==> src/rtl/adder_hold_reg_pkg.sv <==
// Shared definitions for the adder hold register: state encoding, BCD
// correction constants and the default precharged-bus value.
package adder_hold_reg_pkg;

  typedef enum logic [1:0] {
    ST_EMPTY  = 2'd0,
    ST_ADJUST = 2'd1,
    ST_HELD   = 2'd2
  } add_state_e;

  localparam logic [3:0] BCD_ADD_CORR     = 4'h6;
  localparam logic [3:0] BCD_SUB_CORR     = 4'hA;
  localparam logic [7:0] BUS_IDLE_DEFAULT = 8'hFF;

  // Subtract correction is +10, i.e. -6 modulo 16.
  function automatic logic [3:0] bcd_corr(input logic sub_mode);
    return sub_mode ? BCD_SUB_CORR : BCD_ADD_CORR;
  endfunction

endpackage

==> src/rtl/adder_hold_reg_if.sv <==
// Signal bundle between the ALU/control side (master) and the adder hold
// register (slave); clock and reset stay outside as plain ports.
interface adder_hold_reg_if;

  logic       load;
  logic [7:0] alu_result_n;
  logic       alu_cout_n;
  logic       overflow_n;
  logic       half_carry;
  logic       daa_n;
  logic       dsa_n;
  logic       ack;
  logic       add_sb_0_6;
  logic       add_sb_7;
  logic       add_adl;

  logic [7:0] add;
  logic       carry;
  logic       overflow;
  logic       valid;
  logic       overrun;
  logic [7:0] sb_out;
  logic [7:0] adl_out;

  modport master (
    output load, alu_result_n, alu_cout_n, overflow_n, half_carry,
           daa_n, dsa_n, ack, add_sb_0_6, add_sb_7, add_adl,
    input  add, carry, overflow, valid, overrun, sb_out, adl_out
  );

  modport slave (
    input  load, alu_result_n, alu_cout_n, overflow_n, half_carry,
           daa_n, dsa_n, ack, add_sb_0_6, add_sb_7, add_adl,
    output add, carry, overflow, valid, overrun, sb_out, adl_out
  );

endinterface

==> src/rtl/adder_hold_reg_bcd_nibble_adjust.sv <==
// Combinational decimal-adjust of one nibble; the sum wraps modulo 16 and
// no carry leaves the nibble.
module bcd_nibble_adjust
  import adder_hold_reg_pkg::*;
(
  input  logic [3:0] nib_i,
  input  logic       adj_i,
  input  logic       sub_mode_i,
  output logic [3:0] nib_o
);

  always_comb begin
    nib_o = nib_i;
    if (adj_i) begin
      nib_o = nib_i + bcd_corr(sub_mode_i);
    end
  end

endmodule

==> src/rtl/adder_hold_reg.sv <==
// Adder hold register: captures the inverted ALU result, optionally applies a
// one-cycle BCD adjust, then holds the byte and drives it onto SB/ADL.
module adder_hold_reg
  import adder_hold_reg_pkg::*;
#(
  parameter bit         DEC_ENABLE = 1'b1,
  parameter logic [7:0] BUS_IDLE   = BUS_IDLE_DEFAULT
) (
  input  logic             clk_2,
  input  logic             reset_n,
  adder_hold_reg_if.slave  bus
);

  add_state_e state_q, state_d;
  logic [7:0] add_q, add_d;
  logic       carry_q, carry_d;
  logic       overflow_q, overflow_d;
  logic       overrun_q, overrun_d;
  logic       adj_lo_q, adj_lo_d;
  logic       adj_hi_q, adj_hi_d;
  logic       sub_mode_q, sub_mode_d;

  logic       decimal_req;
  logic       sub_req;
  logic [3:0] lo_adjusted;
  logic [3:0] hi_adjusted;
  logic       held;

  // daa_n wins over dsa_n, so subtract mode only when daa_n is inactive.
  assign decimal_req = DEC_ENABLE && (!bus.daa_n || !bus.dsa_n);
  assign sub_req     = bus.daa_n;

  bcd_nibble_adjust u_adj_lo (
    .nib_i      (add_q[3:0]),
    .adj_i      (adj_lo_q),
    .sub_mode_i (sub_mode_q),
    .nib_o      (lo_adjusted)
  );

  bcd_nibble_adjust u_adj_hi (
    .nib_i      (add_q[7:4]),
    .adj_i      (adj_hi_q),
    .sub_mode_i (sub_mode_q),
    .nib_o      (hi_adjusted)
  );

  always_comb begin
    state_d    = state_q;
    add_d      = add_q;
    carry_d    = carry_q;
    overflow_d = overflow_q;
    overrun_d  = overrun_q;
    adj_lo_d   = adj_lo_q;
    adj_hi_d   = adj_hi_q;
    sub_mode_d = sub_mode_q;

    case (state_q)
      ST_EMPTY, ST_HELD: begin
        if (bus.load) begin
          add_d      = ~bus.alu_result_n;
          carry_d    = ~bus.alu_cout_n;
          overflow_d = ~bus.overflow_n;
          sub_mode_d = sub_req;
          adj_lo_d   = sub_req ? ~bus.half_carry : bus.half_carry;
          adj_hi_d   = sub_req ? bus.alu_cout_n : ~bus.alu_cout_n;
          state_d    = decimal_req ? ST_ADJUST : ST_HELD;
        end else if (state_q == ST_HELD && bus.ack) begin
          state_d = ST_EMPTY;
        end
      end
      ST_ADJUST: begin
        add_d   = {hi_adjusted, lo_adjusted};
        state_d = ST_HELD;
        if (bus.load) begin
          overrun_d = 1'b1;
        end
      end
      default: begin
        state_d = ST_EMPTY;
      end
    endcase
  end

  always_ff @(posedge clk_2 or negedge reset_n) begin
    if (!reset_n) begin
      state_q    <= ST_EMPTY;
      add_q      <= 8'h00;
      carry_q    <= 1'b0;
      overflow_q <= 1'b0;
      overrun_q  <= 1'b0;
      adj_lo_q   <= 1'b0;
      adj_hi_q   <= 1'b0;
      sub_mode_q <= 1'b0;
    end else begin
      state_q    <= state_d;
      add_q      <= add_d;
      carry_q    <= carry_d;
      overflow_q <= overflow_d;
      overrun_q  <= overrun_d;
      adj_lo_q   <= adj_lo_d;
      adj_hi_q   <= adj_hi_d;
      sub_mode_q <= sub_mode_d;
    end
  end

  assign held = (state_q == ST_HELD);

  assign bus.add      = add_q;
  assign bus.carry    = carry_q;
  assign bus.overflow = overflow_q;
  assign bus.valid    = held;
  assign bus.overrun  = overrun_q;

  // Undriven bus bits float back to the precharged idle value.
  assign bus.sb_out  = {(held && bus.add_sb_7)   ? add_q[7]   : BUS_IDLE[7],
                        (held && bus.add_sb_0_6) ? add_q[6:0] : BUS_IDLE[6:0]};
  assign bus.adl_out = (held && bus.add_adl) ? add_q : BUS_IDLE;

endmodule

==> src/flat_wrapper.sv <==
// flat-port wrapper written by rule: the top's interface ports become plain ports
module adder_hold_reg_flat import adder_hold_reg_pkg::*;
#(
  parameter bit         DEC_ENABLE = 1'b1,
  parameter logic [7:0] BUS_IDLE   = BUS_IDLE_DEFAULT
)
  (clk_2, reset_n, bus_load, bus_alu_result_n, bus_alu_cout_n, bus_overflow_n, bus_half_carry, bus_daa_n, bus_dsa_n, bus_ack, bus_add_sb_0_6, bus_add_sb_7, bus_add_adl, bus_add, bus_carry, bus_overflow, bus_valid, bus_overrun, bus_sb_out, bus_adl_out);
  adder_hold_reg_if bus_i ();
  input  logic clk_2;
  input  logic reset_n;
  input wire logic [$bits(bus_i.load)-1:0] bus_load;
  input wire logic [$bits(bus_i.alu_result_n)-1:0] bus_alu_result_n;
  input wire logic [$bits(bus_i.alu_cout_n)-1:0] bus_alu_cout_n;
  input wire logic [$bits(bus_i.overflow_n)-1:0] bus_overflow_n;
  input wire logic [$bits(bus_i.half_carry)-1:0] bus_half_carry;
  input wire logic [$bits(bus_i.daa_n)-1:0] bus_daa_n;
  input wire logic [$bits(bus_i.dsa_n)-1:0] bus_dsa_n;
  input wire logic [$bits(bus_i.ack)-1:0] bus_ack;
  input wire logic [$bits(bus_i.add_sb_0_6)-1:0] bus_add_sb_0_6;
  input wire logic [$bits(bus_i.add_sb_7)-1:0] bus_add_sb_7;
  input wire logic [$bits(bus_i.add_adl)-1:0] bus_add_adl;
  output wire logic [$bits(bus_i.add)-1:0] bus_add;
  output wire logic [$bits(bus_i.carry)-1:0] bus_carry;
  output wire logic [$bits(bus_i.overflow)-1:0] bus_overflow;
  output wire logic [$bits(bus_i.valid)-1:0] bus_valid;
  output wire logic [$bits(bus_i.overrun)-1:0] bus_overrun;
  output wire logic [$bits(bus_i.sb_out)-1:0] bus_sb_out;
  output wire logic [$bits(bus_i.adl_out)-1:0] bus_adl_out;
  assign bus_i.load = bus_load;
  assign bus_i.alu_result_n = bus_alu_result_n;
  assign bus_i.alu_cout_n = bus_alu_cout_n;
  assign bus_i.overflow_n = bus_overflow_n;
  assign bus_i.half_carry = bus_half_carry;
  assign bus_i.daa_n = bus_daa_n;
  assign bus_i.dsa_n = bus_dsa_n;
  assign bus_i.ack = bus_ack;
  assign bus_i.add_sb_0_6 = bus_add_sb_0_6;
  assign bus_i.add_sb_7 = bus_add_sb_7;
  assign bus_i.add_adl = bus_add_adl;
  assign bus_add = bus_i.add;
  assign bus_carry = bus_i.carry;
  assign bus_overflow = bus_i.overflow;
  assign bus_valid = bus_i.valid;
  assign bus_overrun = bus_i.overrun;
  assign bus_sb_out = bus_i.sb_out;
  assign bus_adl_out = bus_i.adl_out;
  adder_hold_reg #(.DEC_ENABLE(DEC_ENABLE), .BUS_IDLE(BUS_IDLE)) u_core (.clk_2(clk_2), .reset_n(reset_n), .bus(bus_i));
endmodule
==> config.mk <==
export PLATFORM = sky130hd
export DESIGN_NAME = adder_hold_reg_flat
export DESIGN_NICKNAME = d
export VERILOG_FILES = /design/src/rtl/adder_hold_reg_pkg.sv /design/src/rtl/adder_hold_reg_if.sv /design/src/rtl/adder_hold_reg_bcd_nibble_adjust.sv /design/src/rtl/adder_hold_reg.sv /design/src/flat_wrapper.sv
export SDC_FILE = /design/constraint.sdc
export NUM_CORES = 1
export LEC_CHECK = 0
export BUFFER_PORTS_ARGS = -buffer_cell sky130_fd_sc_hd__buf_2
export CELL_PAD_IN_SITES_DETAIL_PLACEMENT = 1
export CELL_PAD_IN_SITES_GLOBAL_PLACEMENT = 2
export CORE_MARGIN = 2
export CORE_UTILIZATION = 24
export CTS_CLUSTER_SIZE = 40
export DETAILED_ROUTE_END_ITERATION = 7
export PLACE_DENSITY = 0.79
export SLEW_MARGIN = 40
export SYNTH_ARGS = -nofsm -noshare
export SYNTH_HDL_FRONTEND = slang
export SYNTH_HIERARCHICAL = 1
export SYNTH_SLANG_ARGS = --single-unit
==> constraint.sdc <==
create_clock -name clk_2 -period 1.6 [get_ports clk_2]
set_clock_uncertainty 0.1 [all_clocks]
set_input_delay 0.24 -clock clk_2 [delete_from_list [all_inputs] [get_ports clk_2]]
set_output_delay 0.24 -clock clk_2 [all_outputs]
set_load 0.02 [all_outputs]
After elaboration in Yosys (flattened, before gate mapping)
Index checks and enable logic that the tools add are counted.

Word-level logic and storage cells: 49. Bits of input ports: 20. Output and inout port bits: 28. Flip-flop bits (word level): 16.

Reductions and logical operators: 14. Equal/unequal tests: 6. Add/subtract/negate cells: 2. Bitwise operators: 4. Multiplexer cells: 14.

Operators with widths (number): 8-bit 2-to-1 mux (2); 8-bit one-hot mux with 2 select lines (1); 4-bit 2-to-1 mux (3); 4-bit adder (2); 8-bit NOT (1); 7-bit 2-to-1 mux (1); 2-bit 2-to-1 mux (3); 3-bit AND reduction (2); 1-bit logical AND (4); 2-bit by 1-bit inequality test with 1-bit output, second input constant (2); 2-bit one-hot mux with 2 select lines (1); 2-bit AND reduction (2); 1-bit 2-to-1 mux (3); 3-bit by 2-bit inequality test with 1-bit output, second input constant (1); 1-bit NOT (3); 2-bit by 1-bit equality test with 1-bit output, second input constant (1); 2-bit equality test, second input constant (1); 1-bit zero test (2); 2-bit zero test (1); 2-bit inequality test, second input constant (1); 2-bit nonzero test (1); 2-bit OR reduction (1); 1-bit logical OR (1).

Longest topological paths before layout
Depth after elaboration: 5. Gate-level depth with buffers: 8. Depth with buffers taken out: 8.

Modules after synthesis
Netlist, hierarchy kept.

By module, submodules not included: adder_hold_reg (cells an instance 99, area an instance 929.6 um^2, times used 1, sequential area each 400.4 um^2); bcd_nibble_adjust (cells an instance 8, area an instance 72.6 um^2, times used 2, sequential area each 0.0 um^2).

Worst setup path after synthesis
OpenSTA, ideal clock, no wires.

Kind: register to register. From: reg u_core.add_q[1] (netlist: u_core/bus.add[1]). To: reg u_core.add_q[3] (netlist: u_core/bus.add[3]). Data arrival time: 1.633 ns. Required time: 1.372 ns. Setup time: 0.128 ns. Stages on the path, launching flop included: 8. Period minus slack after synthesis: 1.861 ns. Slack: -0.261 ns. Buffers on the path: 0. Path through: dfrtp_1 -> fa_1 -> xor2_1 -> nand2_1 -> xnor2_1 -> mux2_2 -> nand2_1 -> o21ai_0.

Longest elaborated chain between the ends: 3.

Ends and longest elaborated chain: start: declaration (RTL line adder_hold_reg.sv:15) `logic [7:0] add_q, add_d;`; start signal: assignment (RTL line adder_hold_reg.sv:87) `add_q <= 8'h00;`; start signal: assignment (RTL line adder_hold_reg.sv:96) `add_q <= add_d;`; 4-bit adder (RTL line adder_hold_reg_bcd_nibble_adjust.sv:15) `nib_o = nib_i + bcd_corr(sub_mode_i);`; 4-bit 2-to-1 mux (RTL line adder_hold_reg_bcd_nibble_adjust.sv:14) `if (adj_i) begin`; net u_core.lo_adjusted[3] (RTL line adder_hold_reg.sv:25) `logic [3:0] lo_adjusted;`; 8-bit one-hot mux with 2 select lines (RTL line adder_hold_reg.sv:57) `case (state_q)`.

The timed path passes the listed nets, and every way through them passes these cells. The select of a mux whose other input is x is not followed. A chain may end at the register's enable or synchronous reset.

Worst setup path in the final report
Ends and elaborated chain as after synthesis.

==> results_dict.tcl <==
set metrics [dict create \
    dp_hpwl_mm 2.28 \
    post_drt_wl_per_cell_um 13.5 \
    slew_headroom_pct 74.8 \
    slew_viol_final 0 \
    dpl_cell_area_sq_um 1400 \
    num_rows 24 \
    syn_area_sq_um 1070 \
    cts_tree "built" \
    synth_fp_nets 137 \
    dr.first_iter.drc_count 21 \
    reg2reg_depth 7 \
    initial_utilization_pct 24.9 \
    synth_common_cells "nand2_1, dfrtp_1, o21ai_0" \
    vdd_ir_drop_max_mv 0.520 \
    startpoint "u_core/bus.add[1]" \
    fp.dieH_um 70.9 \
    area_delta_synth_final_pct 46.4 \
    p_per_area_nw_per_um2 1020 \
    root_buffer "clkbuf_8" \
    synth-edff-count 0 \
    maxCapViolCount 0 \
    synth.top_cells.by_area "dfrtp_1, mux2_2, or2_1, o21ai_0, nand2_1" \
    timing.final.crit_share_pct 114 \
    cp-end-kind "flop" \
    netlist.area_leader.share_pct 37.3 \
    ios 48 \
    stdcell_count 222 \
    synthCells 115 \
    hold_path.class "in2reg" \
    die_area_sq_um 5030 \
    crit-reg2reg-capture "u_core/bus.add[3]" \
    dpl_worst_slack_ps -249 \
    dp.cells 215 \
    fin_nets 193 \
    fin_area_sq_um 1570 \
    criticalPathCategory "reg2reg" \
    p_leak_nw 0.715 \
    cts_num_sinks 16 \
    grt_pass1_vias 1015 \
    vias 957 \
    cts_buffers 3 \
    violations "setup timing" \
    grt_max_degree 21 \
    ys_ff_latch 16 \
    rsz0062_at_grt "true" \
    io_buffers 47 \
    clk_pin_slew_ps 70 \
    drive_gt1_share_pct 48.2 \
    grt_pass1_wl_mm 4.86 \
    wl_met2_mm 1.47 \
    hold_viol_final 0 \
    start_kind "flop" \
    antenna_cells 0 \
    status "finished, violations left" \
    yosys_warnings 6 \
    viasPerCell 4.31 \
    clk_latency_ps 250 \
    met1_length_mm 1.33 \
    worstPathMaxFanout 2 \
    finalSetupViolCount 18 \
    route.detailed.drc 0 \
    drt_first_pass_iters 4 \
    cts.htree.levels 1 \
    fmax_ghz 0.550 \
    place_congestion 0.700 \
    synth-main-ff-cell "dfrtp_1" \
    fin_ws_ps -217 \
    cp.arrival_ps 1840 \
    fp.coreArea_sq_um 4320 \
    wl_met3_um 163 \
    synth_most_common_cell "nand2_1" \
    power_mw 1.60 \
    r2r_start "u_core/bus.add[1]" \
    yosysSeqAreaShare_pct 37.3 \
    cp-endpoint "u_core/bus.add[3]" \
    grt_use_total_pct 12.3 \
    async_reset_ff_share_pct 100 \
    r2r_setup_slack_ps -220 \
    cts_buffer_depth 2 \
    worstMarginPinSlew_ps 378 \
    syn_area_per_cell_sq_um 9.35 \
    min_period_ps 1820 \
    crit_required_ps 1630 \
    gr-total-overflow 0 \
    antenna_found_initial 0 \
    die_w_um 70.9 \
    ys_types 23 \
    yosysTopAreaCell "dfrtp_1" \
    wl_mm 3.00 \
    route.antenna.remaining_nets 0 \
    top_layer_used "met4" \
]
layout by cell type (no fill, tap or decap), types with 4 or more instances in the layout:
cell,count
nand2_1,18
dfrtp_1,12
mux2_2,4
buf_4,10
xor2_1,5
mux2_4,5
or2_1,15
o21ai_0,13
buf_2,33
nor2b_1,4
dfrtp_2,4
buf_6,15
cells by family after synthesis:
logic type / Yosys count / synth area share, %
xor gates and xnor gates: 8 / 6.52
AOI/OAI and AO/OA: 21 / 10.5
muxes: 12 / 12.2
buffers and inverters: 11 / 7.45
adders and majority gates: 2 / 3.73
and+or+nand+nor: 45 / 22.4
DFF: 16 / 37.3
worst min-delay path by stage:
stage	from	endpoint	cells past startpoint
floorplan	reset_n	u_core/adj_hi_q	0
global placement	reset_n	u_core/adj_lo_q	1
detailed placement	reset_n	u_core/bus.overrun	1
CTS	bus_overflow_n	u_core/bus.overflow	2
global route	bus_overflow_n	u_core/bus.overflow	2
finish	bus_overflow_n	u_core/bus.overflow	2
flip-flops by register name (all words and copies together), names as in the netlist:
| signal | count |
|---|---|
| u_core/bus.overflow | 1 |
| u_core/sub_mode_q | 1 |
| u_core/state_q | 2 |
| u_core/bus.add | 8 |
| u_core/adj_lo_q | 1 |
| u_core/bus.overrun | 1 |
| u_core/bus.carry | 1 |
| u_core/adj_hi_q | 1 |
layer usage:
layer	up-vias	GRT usage [%]
met3	4	3.42
met4	0	2.73
li1	483	-
met1	440	15.5
met5	-	0
met2	30	21.0
worst max-delay path, cell delays in order (launching register included):
cell	delay, ps
dfrtp_2	420
fa_2	400
xor2_1	170
nand2_1	90
xnor2_1	140
mux2_4	270
nand2_1	60
o21ai_1	60
report_power, final:
part           internal (mW)  switching [mW]
Sequential             0.474          0.0720
Clock                  0.176           0.139
Combinational          0.378           0.363
per-stage QoR:
stage	setup TNS, ps	hold WS (ps)	util [%]
after global placement	-451	80.4	32.3
after CTS	-1730	82.0	36.1
after detailed placement	-652	91.6	32.3
after global routing	-3030	74.7	36.4
after floorplan	-455	-156	-
final	-1740	81.9	36.4
timing repair:
action | CTS | global route
pin swaps | 6 | 6
setup buffers | 2 | 1
resized for setup | 28 | 4
gates cloned | 0 | 0
setup endpoints to repair | 19 | 20
hold buffers | 1 | 0
hold endpoints to repair | 16 | 0
cell type report:
type	count	area, sq um
fillers	526	2750
multi-input cells	88	628
repair buffers	59	419
flip-flops and latches	16	405
well taps	52	65.1
clock buffers	4	45.0
inverters	3	11.3
Power figures use the tool's default switching activity.
